[config.mk]
export PLATFORM = sky130hd
export DESIGN_NAME = row_unit_sched_flat
export DESIGN_NICKNAME = d
export VERILOG_FILES = /design/src/rtl/row_unit_sched_pkg.sv /design/src/rtl/row_unit_sched_if.sv /design/src/rtl/row_unit_sched.sv /design/src/flat_wrapper.sv
export SDC_FILE = /design/constraint.sdc
export NUM_CORES = 1
export LEC_CHECK = 0
export CELL_PAD_IN_SITES_DETAIL_PLACEMENT = 0
export CELL_PAD_IN_SITES_GLOBAL_PLACEMENT = 2
export CORE_UTILIZATION = 28
export CTS_CLUSTER_SIZE = 28
export DETAILED_ROUTE_END_ITERATION = 8
export PLACE_DENSITY_LB_ADDON = 0.1
export SETUP_SLACK_MARGIN = 0.02
export SLEW_MARGIN = 20
export SYNTH_ARGS = -nofsm -noshare
export SYNTH_HDL_FRONTEND = slang
export SYNTH_SLANG_ARGS = --single-unit
[constraint.sdc]
create_clock -name clk -period 1.65 [get_ports clk]
set_input_delay 0.33 -clock clk [delete_from_list [all_inputs] [get_ports clk]]
set_output_delay 0.33 -clock clk [all_outputs]
set_load 0.05 [all_outputs]
[src/rtl/row_unit_sched_pkg.sv]
// Shared types, width helper and parameter-check macro for the row-unit layer scheduler.
package row_sched_pkg;

    typedef enum logic [2:0] {
        ST_IDLE,
        ST_ISSUE,
        ST_WAIT,
        ST_ITER_END,
        ST_DONE
    } state_t;

    // Bits needed to hold n distinct values (0..n-1), never less than one.
    function automatic int clog2_w(input int n);
        int w;
        for (w = 1; (1 << w) < n; w++) begin
        end
        return w;
    endfunction

endpackage

`ifndef ROW_SCHED_PARAM_CHECK
`define ROW_SCHED_PARAM_CHECK(cond_, label_) \
    if (!(cond_)) begin : label_ \
        $error("row_unit_sched: illegal parameter combination"); \
    end
`endif

[src/rtl/row_unit_sched_if.sv]
// Control/strobe bundle between decoder control, the scheduler and the row-unit memories.
interface row_unit_sched_if #(
    parameter int LBITS = 4,
    parameter int IBITS = 4
);
    logic             start;
    logic             syn_ok;
    logic             rd_en;
    logic [LBITS-1:0] rd_addr;
    logic             emem_wr_en;
    logic [LBITS-1:0] emem_wr_addr;
    logic             llr_wr_en;
    logic [LBITS-1:0] llr_wr_addr;
    logic             busy;
    logic             done;
    logic             converged;
    logic [IBITS-1:0] iter_cnt;

    modport master (
        input  start, syn_ok,
        output rd_en, rd_addr, emem_wr_en, emem_wr_addr, llr_wr_en, llr_wr_addr,
        output busy, done, converged, iter_cnt
    );

    modport slave (
        output start, syn_ok,
        input  rd_en, rd_addr, emem_wr_en, emem_wr_addr, llr_wr_en, llr_wr_addr,
        input  busy, done, converged, iter_cnt
    );
endinterface

[src/rtl/row_unit_sched.sv]
// Layer/iteration scheduler: issues one layer read per PIPE_LAT+1 cycles, times E and LLR/D write-backs.
// Latency: start to done = MAXITER*(NLAYERS*(PIPE_LAT+1)+1)+1 cycles; every output is a register.
// No backpressure: start is ignored unless idle; ROW_SCHED_EARLY_TERM_EN enables convergence exit.
module row_unit_sched
    import row_sched_pkg::*;
#(
    parameter int NLAYERS  = 12,
    parameter int LBITS    = 4,
    parameter int MAXITER  = 10,
    parameter int IBITS    = 4,
    parameter int EMSG_LAT = 3,
    parameter int PIPE_LAT = 10
) (
    input  logic              clk,
    input  logic              rst,
    row_unit_sched_if.master  bus
);

    localparam int TBITS = clog2_w(PIPE_LAT + 1);
    localparam logic [TBITS-1:0] T_EMSG = TBITS'(EMSG_LAT);
    localparam logic [TBITS-1:0] T_PIPE = TBITS'(PIPE_LAT);
    localparam logic [LBITS-1:0] L_LAST = LBITS'(NLAYERS - 1);
    localparam logic [IBITS-1:0] I_MAX  = IBITS'(MAXITER);

`ifdef ROW_SCHED_EARLY_TERM_EN
    localparam bit EARLY_TERM = 1'b1;
`else
    localparam bit EARLY_TERM = 1'b0;
`endif

    `ROW_SCHED_PARAM_CHECK(PIPE_LAT > EMSG_LAT, g_chk_lat_order)
    `ROW_SCHED_PARAM_CHECK(EMSG_LAT >= 1, g_chk_emsg_min)
    `ROW_SCHED_PARAM_CHECK((NLAYERS >= 1) && (NLAYERS <= (1 << LBITS)), g_chk_layers)
    `ROW_SCHED_PARAM_CHECK((MAXITER >= 1) && (MAXITER < (1 << IBITS)), g_chk_iters)

    state_t           r_state;
    logic [TBITS-1:0] r_timer;
    logic [LBITS-1:0] r_layer;
    logic [IBITS-1:0] r_iter;
    logic             r_all_ok;
    logic             r_conv;
    logic             r_rd_en;
    logic [LBITS-1:0] r_rd_addr;
    logic             r_emem_wr_en;
    logic [LBITS-1:0] r_emem_wr_addr;
    logic             r_llr_wr_en;
    logic [LBITS-1:0] r_llr_wr_addr;
    logic             r_busy;
    logic             r_done;

    state_t           w_state_nxt;
    logic [TBITS-1:0] w_timer_nxt;
    logic [LBITS-1:0] w_layer_nxt;
    logic [IBITS-1:0] w_iter_nxt;
    logic             w_all_ok_nxt;
    logic             w_conv_nxt;
    logic             w_rd_en_nxt;
    logic             w_emem_nxt;
    logic             w_llr_nxt;

    always_comb begin
        w_state_nxt  = r_state;
        w_timer_nxt  = r_timer;
        w_layer_nxt  = r_layer;
        w_iter_nxt   = r_iter;
        w_all_ok_nxt = r_all_ok;
        w_conv_nxt   = r_conv;

        unique case (r_state)
            ST_IDLE: begin
                if (bus.start) begin
                    w_state_nxt  = ST_ISSUE;
                    w_layer_nxt  = '0;
                    w_iter_nxt   = '0;
                    w_all_ok_nxt = 1'b1;
                    w_conv_nxt   = 1'b0;
                end
            end
            ST_ISSUE: begin
                w_state_nxt = ST_WAIT;
                w_timer_nxt = TBITS'(1);
            end
            ST_WAIT: begin
                // Timer == PIPE_LAT is the LLR/D write-back cycle; the layer retires here.
                if (r_timer == T_PIPE) begin
                    w_timer_nxt  = '0;
                    w_all_ok_nxt = r_all_ok & bus.syn_ok;
                    if (r_layer == L_LAST) begin
                        w_state_nxt = ST_ITER_END;
                    end else begin
                        w_layer_nxt = r_layer + 1'b1;
                        w_state_nxt = ST_ISSUE;
                    end
                end else begin
                    w_timer_nxt = r_timer + 1'b1;
                end
            end
            ST_ITER_END: begin
                w_iter_nxt = r_iter + 1'b1;
                if ((w_iter_nxt == I_MAX) || (EARLY_TERM && r_all_ok)) begin
                    w_state_nxt = ST_DONE;
                    w_conv_nxt  = EARLY_TERM && r_all_ok;
                end else begin
                    w_state_nxt  = ST_ISSUE;
                    w_layer_nxt  = '0;
                    w_all_ok_nxt = 1'b1;
                end
            end
            ST_DONE: begin
                w_state_nxt = ST_IDLE;
            end
            default: begin
                w_state_nxt = ST_IDLE;
            end
        endcase

        // Strobes are decoded from the next state so they land registered in the right cycle.
        w_rd_en_nxt = (w_state_nxt == ST_ISSUE);
        w_emem_nxt  = (w_state_nxt == ST_WAIT) && (w_timer_nxt == T_EMSG);
        w_llr_nxt   = (w_state_nxt == ST_WAIT) && (w_timer_nxt == T_PIPE);
    end

    always_ff @(posedge clk) begin
        if (!rst) begin
            r_state        <= ST_IDLE;
            r_timer        <= '0;
            r_layer        <= '0;
            r_iter         <= '0;
            r_all_ok       <= 1'b0;
            r_conv         <= 1'b0;
            r_rd_en        <= 1'b0;
            r_rd_addr      <= '0;
            r_emem_wr_en   <= 1'b0;
            r_emem_wr_addr <= '0;
            r_llr_wr_en    <= 1'b0;
            r_llr_wr_addr  <= '0;
            r_busy         <= 1'b0;
            r_done         <= 1'b0;
        end else begin
            r_state        <= w_state_nxt;
            r_timer        <= w_timer_nxt;
            r_layer        <= w_layer_nxt;
            r_iter         <= w_iter_nxt;
            r_all_ok       <= w_all_ok_nxt;
            r_conv         <= w_conv_nxt;
            r_rd_en        <= w_rd_en_nxt;
            r_rd_addr      <= w_rd_en_nxt ? w_layer_nxt : '0;
            r_emem_wr_en   <= w_emem_nxt;
            r_emem_wr_addr <= w_emem_nxt ? w_layer_nxt : '0;
            r_llr_wr_en    <= w_llr_nxt;
            r_llr_wr_addr  <= w_llr_nxt ? w_layer_nxt : '0;
            r_busy         <= (w_state_nxt != ST_IDLE);
            r_done         <= (w_state_nxt == ST_DONE);
        end
    end

    assign bus.rd_en        = r_rd_en;
    assign bus.rd_addr      = r_rd_addr;
    assign bus.emem_wr_en   = r_emem_wr_en;
    assign bus.emem_wr_addr = r_emem_wr_addr;
    assign bus.llr_wr_en    = r_llr_wr_en;
    assign bus.llr_wr_addr  = r_llr_wr_addr;
    assign bus.busy         = r_busy;
    assign bus.done         = r_done;
    assign bus.converged    = r_conv;
    assign bus.iter_cnt     = r_iter;

endmodule

[src/flat_wrapper.sv]
// flat-port wrapper written by rule: the top's interface ports become plain ports
module row_unit_sched_flat import row_sched_pkg::*;
#(
    parameter int NLAYERS  = 12,
    parameter int LBITS    = 4,
    parameter int MAXITER  = 10,
    parameter int IBITS    = 4,
    parameter int EMSG_LAT = 3,
    parameter int PIPE_LAT = 10
)
  (clk, rst, bus_start, bus_syn_ok, bus_rd_en, bus_rd_addr, bus_emem_wr_en, bus_emem_wr_addr, bus_llr_wr_en, bus_llr_wr_addr, bus_busy, bus_done, bus_converged, bus_iter_cnt);
  row_unit_sched_if #(.LBITS(LBITS), .IBITS(IBITS)) bus_i ();
  input  logic clk;
  input  logic rst;
  input wire logic [$bits(bus_i.start)-1:0] bus_start;
  input wire logic [$bits(bus_i.syn_ok)-1:0] bus_syn_ok;
  output wire logic [$bits(bus_i.rd_en)-1:0] bus_rd_en;
  output wire logic [$bits(bus_i.rd_addr)-1:0] bus_rd_addr;
  output wire logic [$bits(bus_i.emem_wr_en)-1:0] bus_emem_wr_en;
  output wire logic [$bits(bus_i.emem_wr_addr)-1:0] bus_emem_wr_addr;
  output wire logic [$bits(bus_i.llr_wr_en)-1:0] bus_llr_wr_en;
  output wire logic [$bits(bus_i.llr_wr_addr)-1:0] bus_llr_wr_addr;
  output wire logic [$bits(bus_i.busy)-1:0] bus_busy;
  output wire logic [$bits(bus_i.done)-1:0] bus_done;
  output wire logic [$bits(bus_i.converged)-1:0] bus_converged;
  output wire logic [$bits(bus_i.iter_cnt)-1:0] bus_iter_cnt;
  assign bus_i.start = bus_start;
  assign bus_i.syn_ok = bus_syn_ok;
  assign bus_rd_en = bus_i.rd_en;
  assign bus_rd_addr = bus_i.rd_addr;
  assign bus_emem_wr_en = bus_i.emem_wr_en;
  assign bus_emem_wr_addr = bus_i.emem_wr_addr;
  assign bus_llr_wr_en = bus_i.llr_wr_en;
  assign bus_llr_wr_addr = bus_i.llr_wr_addr;
  assign bus_busy = bus_i.busy;
  assign bus_done = bus_i.done;
  assign bus_converged = bus_i.converged;
  assign bus_iter_cnt = bus_i.iter_cnt;
  row_unit_sched #(.NLAYERS(NLAYERS), .LBITS(LBITS), .MAXITER(MAXITER), .IBITS(IBITS), .EMSG_LAT(EMSG_LAT), .PIPE_LAT(PIPE_LAT)) u_core (.clk(clk), .rst(rst), .bus(bus_i));
endmodule
==> results of run 1 <==
-- Yosys cell counts (all sizes together), types with 4 or more instances --
master | instances | area share
nand2 | 4 | 0.010
nand3 | 7 | 0.033
buf | 4 | 0.021
o21ai | 9 | 0.033
inv | 7 | 0.018
nor3 | 13 | 0.052
ha | 5 | 0.043
dfxtp | 32 | 0.44
and2 | 4 | 0.017
nor2 | 22 | 0.062
a21oi | 11 | 0.038
-- stage by stage --
stage          cells  utilization
2_1_floorplan    160            -
3_3_place_gp     278        0.412
3_5_place_dp     278        0.412
4_1_cts          287        0.461
5_1_grt          298        0.511
6_report         298        0.511
-- layout by cell type, fill, tap and decap left out, drive strengths merged, types with 2 or more instances in the layout --
cell | netlist | layout
a211oi | 2 | 2
a31oi | 3 | 3
dfxtp | 32 | 32
or3b | 2 | 2
nor2b | 2 | 2
nand2b | 3 | 3
clkbuf | 1 | 5
and2 | 4 | 4
nor3 | 13 | 13
nand2 | 4 | 4
ha | 5 | 5
and3 | 3 | 3
a21oi | 11 | 11
o2bb2ai | 2 | 2
nor3b | 3 | 3
nand3 | 7 | 7
buf | 4 | 66
nand4b | 2 | 2
inv | 7 | 8
clkdlybuf4s50 | 0 | 2
nor2 | 22 | 22
o21ai | 9 | 9
-- where the power goes --
group	internal, mW	total (mW)	switching, mW
Clock	0.448	0.751	0.304
Combinational	0.138	0.291	0.153
Sequential	0.782	0.796	0.0140
-- layer usage --
layer / wire [um] / global-route usage / part of all wire / up-vias
met3: 135 / 0.0352 / 0.033 / 7
met5: 0 / 0 / 0 / -
met2: 1970 / 0.251 / 0.49 / 21
met4: 54 / 0.0629 / 0.013 / 0
met1: 1890 / 0.205 / 0.47 / 669
li1: - / - / - / 713
-- how the worst max path moves through the flow --
| stage | depth (start not counted) | from | slack, ns | endpoint |
|---|---|---|---|---|
| 4_1_cts | 6 | u_core.bus.iter_cnt[1]$_SDFFE_PN0P_ | 0.02 | u_core.bus.rd_addr[1]$_SDFF_PN0_ |
| 2_1_floorplan | 6 | u_core.bus.iter_cnt[1]$_SDFFE_PN0P_ | 0.004 | u_core.bus.rd_addr[1]$_SDFF_PN0_ |
| 5_1_grt | 7 | u_core.r_state[2]$_SDFF_PN0_ | -0.07 | u_core.bus.llr_wr_addr[3]$_SDFF_PN0_ |
| 3_3_place_gp | 6 | bus_start | -0.30 | u_core.bus.rd_addr[1]$_SDFF_PN0_ |
| 6_report | 6 | u_core.bus.iter_cnt[1]$_SDFFE_PN0P_ | 0.04 | u_core.bus.llr_wr_addr[1]$_SDFF_PN0_ |
| 3_5_place_dp | 6 | bus_start | -0.31 | u_core.bus.rd_addr[1]$_SDFF_PN0_ |
-- what timing repair did --
item / in CTS / in global routing
setup endpoints to repair: 20 / 20
gates resized for setup: 25 / 35
setup buffers: 1 / 11
cloned: 0 / 0
endpoints found under the hold margin: 0 / 0
pin swaps: 8 / 16
hold buffers: 0 / 0
-- registers in the layout, summed over array words and instances (netlist names) --
signal,flops
u_core.bus.iter_cnt,4
u_core.bus.rd_addr,4
u_core.bus.done,1
u_core.r_timer,4
u_core.bus.emem_wr_addr,4
u_core.r_state,3
u_core.r_layer,4
u_core.bus.busy,1
u_core.bus.emem_wr_en,1
u_core.bus.llr_wr_addr,4
u_core.bus.llr_wr_en,1
u_core.bus.rd_en,1
-- critical path, cell delays in order (launching register included) --
cell and delay, ns:
dfxtp_4 0.38, inv_2 0.05, ha_4 0.16, and2_4 0.16, a211o_4 0.39, a32oi_4 0.27, nor3_1 0.07
-- cell families (layout without fill, tap and decap cells) --
family | Yosys count | in the layout
XOR/XNOR | 1 | 1
AND/OR/NAND/NOR | 70 | 70
other | 1 | 1
buffers and inverters | 12 | 83
adder cells (fa/ha/maj) | 5 | 5
AO/OA/AOI/OAI | 39 | 39
flip-flops | 32 | 32
-- cell type report --
type / count / area [um2] / share of cell area
inverter: 7 / 26.3 / 0.0105
clock inverter: 3 / 41.3 / 0.0166
multi-input combinational: 116 / 1060 / 0.427
clock buffer: 5 / 68.8 / 0.0276
sequential: 32 / 667 / 0.268
tap: 67 / 83.8 / 0.0337
timing repair buffer: 68 / 539 / 0.216
==> impl_metrics.toml, run 1 <==
[timing]
period_needed_ns = 1.61
rsz0062_at_grt = "yes"
tightest_slew_ns = 0.564
setup_violations = 0
relSlewSlack = 0.623
final.setup.tns_ns = 0
hold_violations = 0
finalClockSkew_ns = 0.00336
whs_ns = 0.509
finalCritPeriodShare = 0.976
fin_ws_ns = 0.0389
drv_slew = 0
max_freq_ghz = 0.621

[clock_network]
clock-root-buffer = "clkbuf_8"
cts_buffer_depth = 2
clk_pin_slew_worst_paths_ns = 0.07
htree_levels = 2
cts_buffers = 5
clkLatencyLatePin_ns = 0.28
clock_sink_count = 32
cts_tree = "built"

[routing]
vias = 1410
drc_errors = 0
finalWirelength_um = 4050
drt_iter0_drc = 25
vias_per_cell = 4.73
wire_per_inst_um = 13.6
detail-route-antenna-nets = 0
first_pass_iters = 4

[hold_path]
hold_path_end = "u_core.r_timer[1]$_SDFF_PN0_"
hold_path_class = "reg -> reg"
hold-path-cell-count = 2
min_from = "u_core.r_timer[1]$_SDFF_PN0_"

[synthesis]
synth-xor-area-share = 0.00599
synth_top_family_by_area = "simple AND/OR/NAND/NOR gates"
ys.flop_type = "dfxtp_1"
synthSimpleGateAreaFrac = 0.287
synthMuxAreaShare = 0
ys_seq_area_frac = 0.438
yosys_warnings = 0
synth.distinct_cells = 50
synthCells = 160
synthAdderAreaFrac = 0.0428
avgSynthCellArea_um2 = 9.14
netlist_area_um2 = 1460
syn_nets = 169
synth_compound_area_frac = 0.182
synth_edf_count = 0
synth_async_sr_flop_share = 0
yosys_register_bits = 32

[die]
die_height_um = 74.3
floorplan.initialDensity = 0.300
die_area_um2 = 5520
die_w_um = 74.3
core_area_um2 = 4880
row_count = 25
pin_count = 26

[run]
cap_violations = 0

[final_layout]
fin_nets = 239
final_layout_size_suffix_gt1_frac = 0.597
fill_cells = 477
syn_to_final_growth_pct = 70.3
final_area_um2 = 2490
n_antenna_cell = 0

[worst_setup_path]
crit_required_ns = 1.80
regToRegSetupSlack_ns = 0.04
crit_fanout = 5
critPathLaunchType = "flop"
reg2reg_from = "u_core.bus.iter_cnt[1]$_SDFFE_PN0P_"
crit_path_end_kind = "flop"
crit_arrival_ns = 1.76
rr_worst_depth = 6
reg2reg_to = "u_core.bus.llr_wr_addr[1]$_SDFF_PN0_"
critPathKind = "reg -> reg"

[placement]
numPortBuffers = 23
pre_cts_slack_ns = -0.313
dpl_cell_area_um2 = 2010
detailed_place_hpwl_um = 2840
place_congestion = 0.780

[power]
power.total_mw = 1.84
ir_drop_mv = 0.343
p_leak_nw = 1.02
powerDensity_nw_per_um2 = 738

[global_route]
grt_overflow = 0
grt_pass1_vias = 1354
grt_max_degree = 15
grt_pass1_wl_um = 6560
grt_util_all_layers = 0.157
antenna_found_initial = 0

[run_status]
status = "completed"
No activity file was read; power rests on OpenSTA's default activity.
==> run 2: changes to the inputs <==
- CORE_UTILIZATION: 28 -> 33
- clock period: 1.65 -> 2 ns (I/O delays scaled with it)
==> run 2 against run 1 <==
Final cell count is 17% lower. Die area is 15% lower. Critical path type is now reg -> out. Core utilization is 4.4 points lower. Clock power is 19% lower. Total power is 23% lower. Clock skew is 0.0042 ns higher. Critical path depth is 5 lower. Wire length is 20% lower. Sequential power is 16% lower. Sequential share of layout area is 6.8 points higher. Global-route usage is 0.50 points higher. Count of clock-buffer cells in the layout is 1 higher. Highest routed layer unchanged.
==> impl_metrics.toml, run 2 (synthesized netlist as in run 1, its figures left out) <==
[final_layout]
fill_cells = 406
fin_nets = 206
final_cell_mix = "29 x dfxtp_1, 21 x nor2_1, 21 x clkdlybuf4s50_1"
multiInputGateArea_um2 = 764
postLayoutCoreUtil = 0.467
register_area_um2 = 644
syn_to_final_growth_pct = 31.3
final_area_um2 = 1920
final_common_cell = "dfxtp_1"
final_layout_size_suffix_gt1_frac = 0.192
n_antenna_cell = 0

[global_route]
grt_overflow = 0
grt_util_all_layers = 0.162
antenna_found_initial = 0
grt_pass1_vias = 1134
grt_max_degree = 14
grt_pass1_wl_um = 5480

[clock_network]
clkLatencyLatePin_ns = 0.28
cts_hold_buf = 0
cts_buffer_depth = 2
clock_sink_count = 32
clk_pin_slew_worst_paths_ns = 0.07
cts_buffers = 5
cts_tree = "built"
clock-root-buffer = "clkbuf_8"
htree_levels = 2

[timing]
tightest_slew_ns = 0.500
period_needed_ns = 1.89
drv_slew = 0
finalClockSkew_ns = 0.00759
max_freq_ghz = 0.528
setup_violations = 0
hold_violations = 0
finalCritPeriodShare = 0.947
relSlewSlack = 0.666
rsz0062_at_grt = "yes"
whs_ns = 0.526
final.setup.tns_ns = 0

[routing]
finalWirelength_um = 3250
drc_errors = 0
detail-route-antenna-nets = 0
wire_per_inst_um = 13.1
first_pass_iters = 4
vias = 1242
drt_iter0_drc = 50
vias_per_cell = 5.01

[die]
floorplan.initialDensity = 0.355
die_w_um = 68.6
die_area_um2 = 4700
die_height_um = 68.6
pin_count = 26
core_area_um2 = 4120
row_count = 23

[worst_setup_path]
crit_fanout = 8
crit_cells = 1
path_cells = "clkdlybuf4s50_1"
path_buf_inv = 1
cp_slowest_stage_delay_ns = 0.83
critPathLaunchType = "flop"
critPathKind = "reg -> out"
crit_arrival_ns = 1.49
cpLargestDelayFamily = "buffers and inverters"
crit_slowest_cell = "clkdlybuf4s50_1"
rr_worst_depth = 7
crit_required_ns = 1.60
crit_path_end_kind = "output port"

[placement]
dpl_cell_area_um2 = 1800
numPortBuffers = 23
place_congestion = 0.812
detailed_place_hpwl_um = 2400

[run_status]
status = "completed"

[run]
cap_violations = 0

[hold_path]
hold_path_class = "reg -> reg"
hold-path-cell-count = 2

[power]
powerDensity_nw_per_um2 = 742
p_leak_nw = 0.753
ir_drop_mv = 0.421
run 2: worst paths after layout:
| path | start | to | slack [ns] |
|---|---|---|---|
| worst max-delay path | u_core.bus.iter_cnt[0]$_SDFFE_PN0P_ | bus_iter_cnt[0] | 0.11 |
| worst max register to register | u_core.bus.iter_cnt[0]$_SDFFE_PN0P_ | u_core.bus.llr_wr_addr[1]$_SDFF_PN0_ | 0.20 |
| worst min-delay path | u_core.r_timer[1]$_SDFF_PN0_ | u_core.r_timer[1]$_SDFF_PN0_ | 0.53 |
| worst min register to register | u_core.r_timer[1]$_SDFF_PN0_ | u_core.r_timer[1]$_SDFF_PN0_ | 0.53 |
run 2: area by class of cell:
cell class / count / share of cell area
Sequential cell: 32 / 0.336
Inverter: 7 / 0.0137
Tap cell: 50 / 0.0326
Clock buffer: 6 / 0.0378
Clock inverter: 2 / 0.0182
Timing Repair Buffer: 35 / 0.164
Multi-Input combinational cell: 116 / 0.398
run 2: stage by stage:
step	power, mW	setup slack, ns	cells
final	1.43	0.106	248
after detailed placement	0.826	0.0555	239
after global placement	0.827	0.0569	239
after floorplan	0.782	0.163	160
after CTS	1.44	0.0590	247
after global routing	1.49	0.0187	248
run 2: timing repair:
item	4_1_cts	5_1_grt
setup buffers	0	1
endpoints found under the setup margin	0	12
hold endpoints to repair	0	0
resized for setup	0	2
run 2: layer usage:
metal | GRT usage | vias to the layer above | routed length, um | share of wire
met4 | 0.0625 | 0 | 48 | 0.015
met2 | 0.249 | 23 | 1420 | 0.44
met3 | 0.0526 | 6 | 143 | 0.044
li1 | - | 641 | - | -
met1 | 0.208 | 572 | 1630 | 0.50
met5 | 0 | - | 0 | 0
run 2: power breakdown:
part	switching [mW]	internal [mW]
Sequential	0.0170	0.649
Clock	0.239	0.370
Combinational	0.0878	0.0627
Total	0.344	1.08
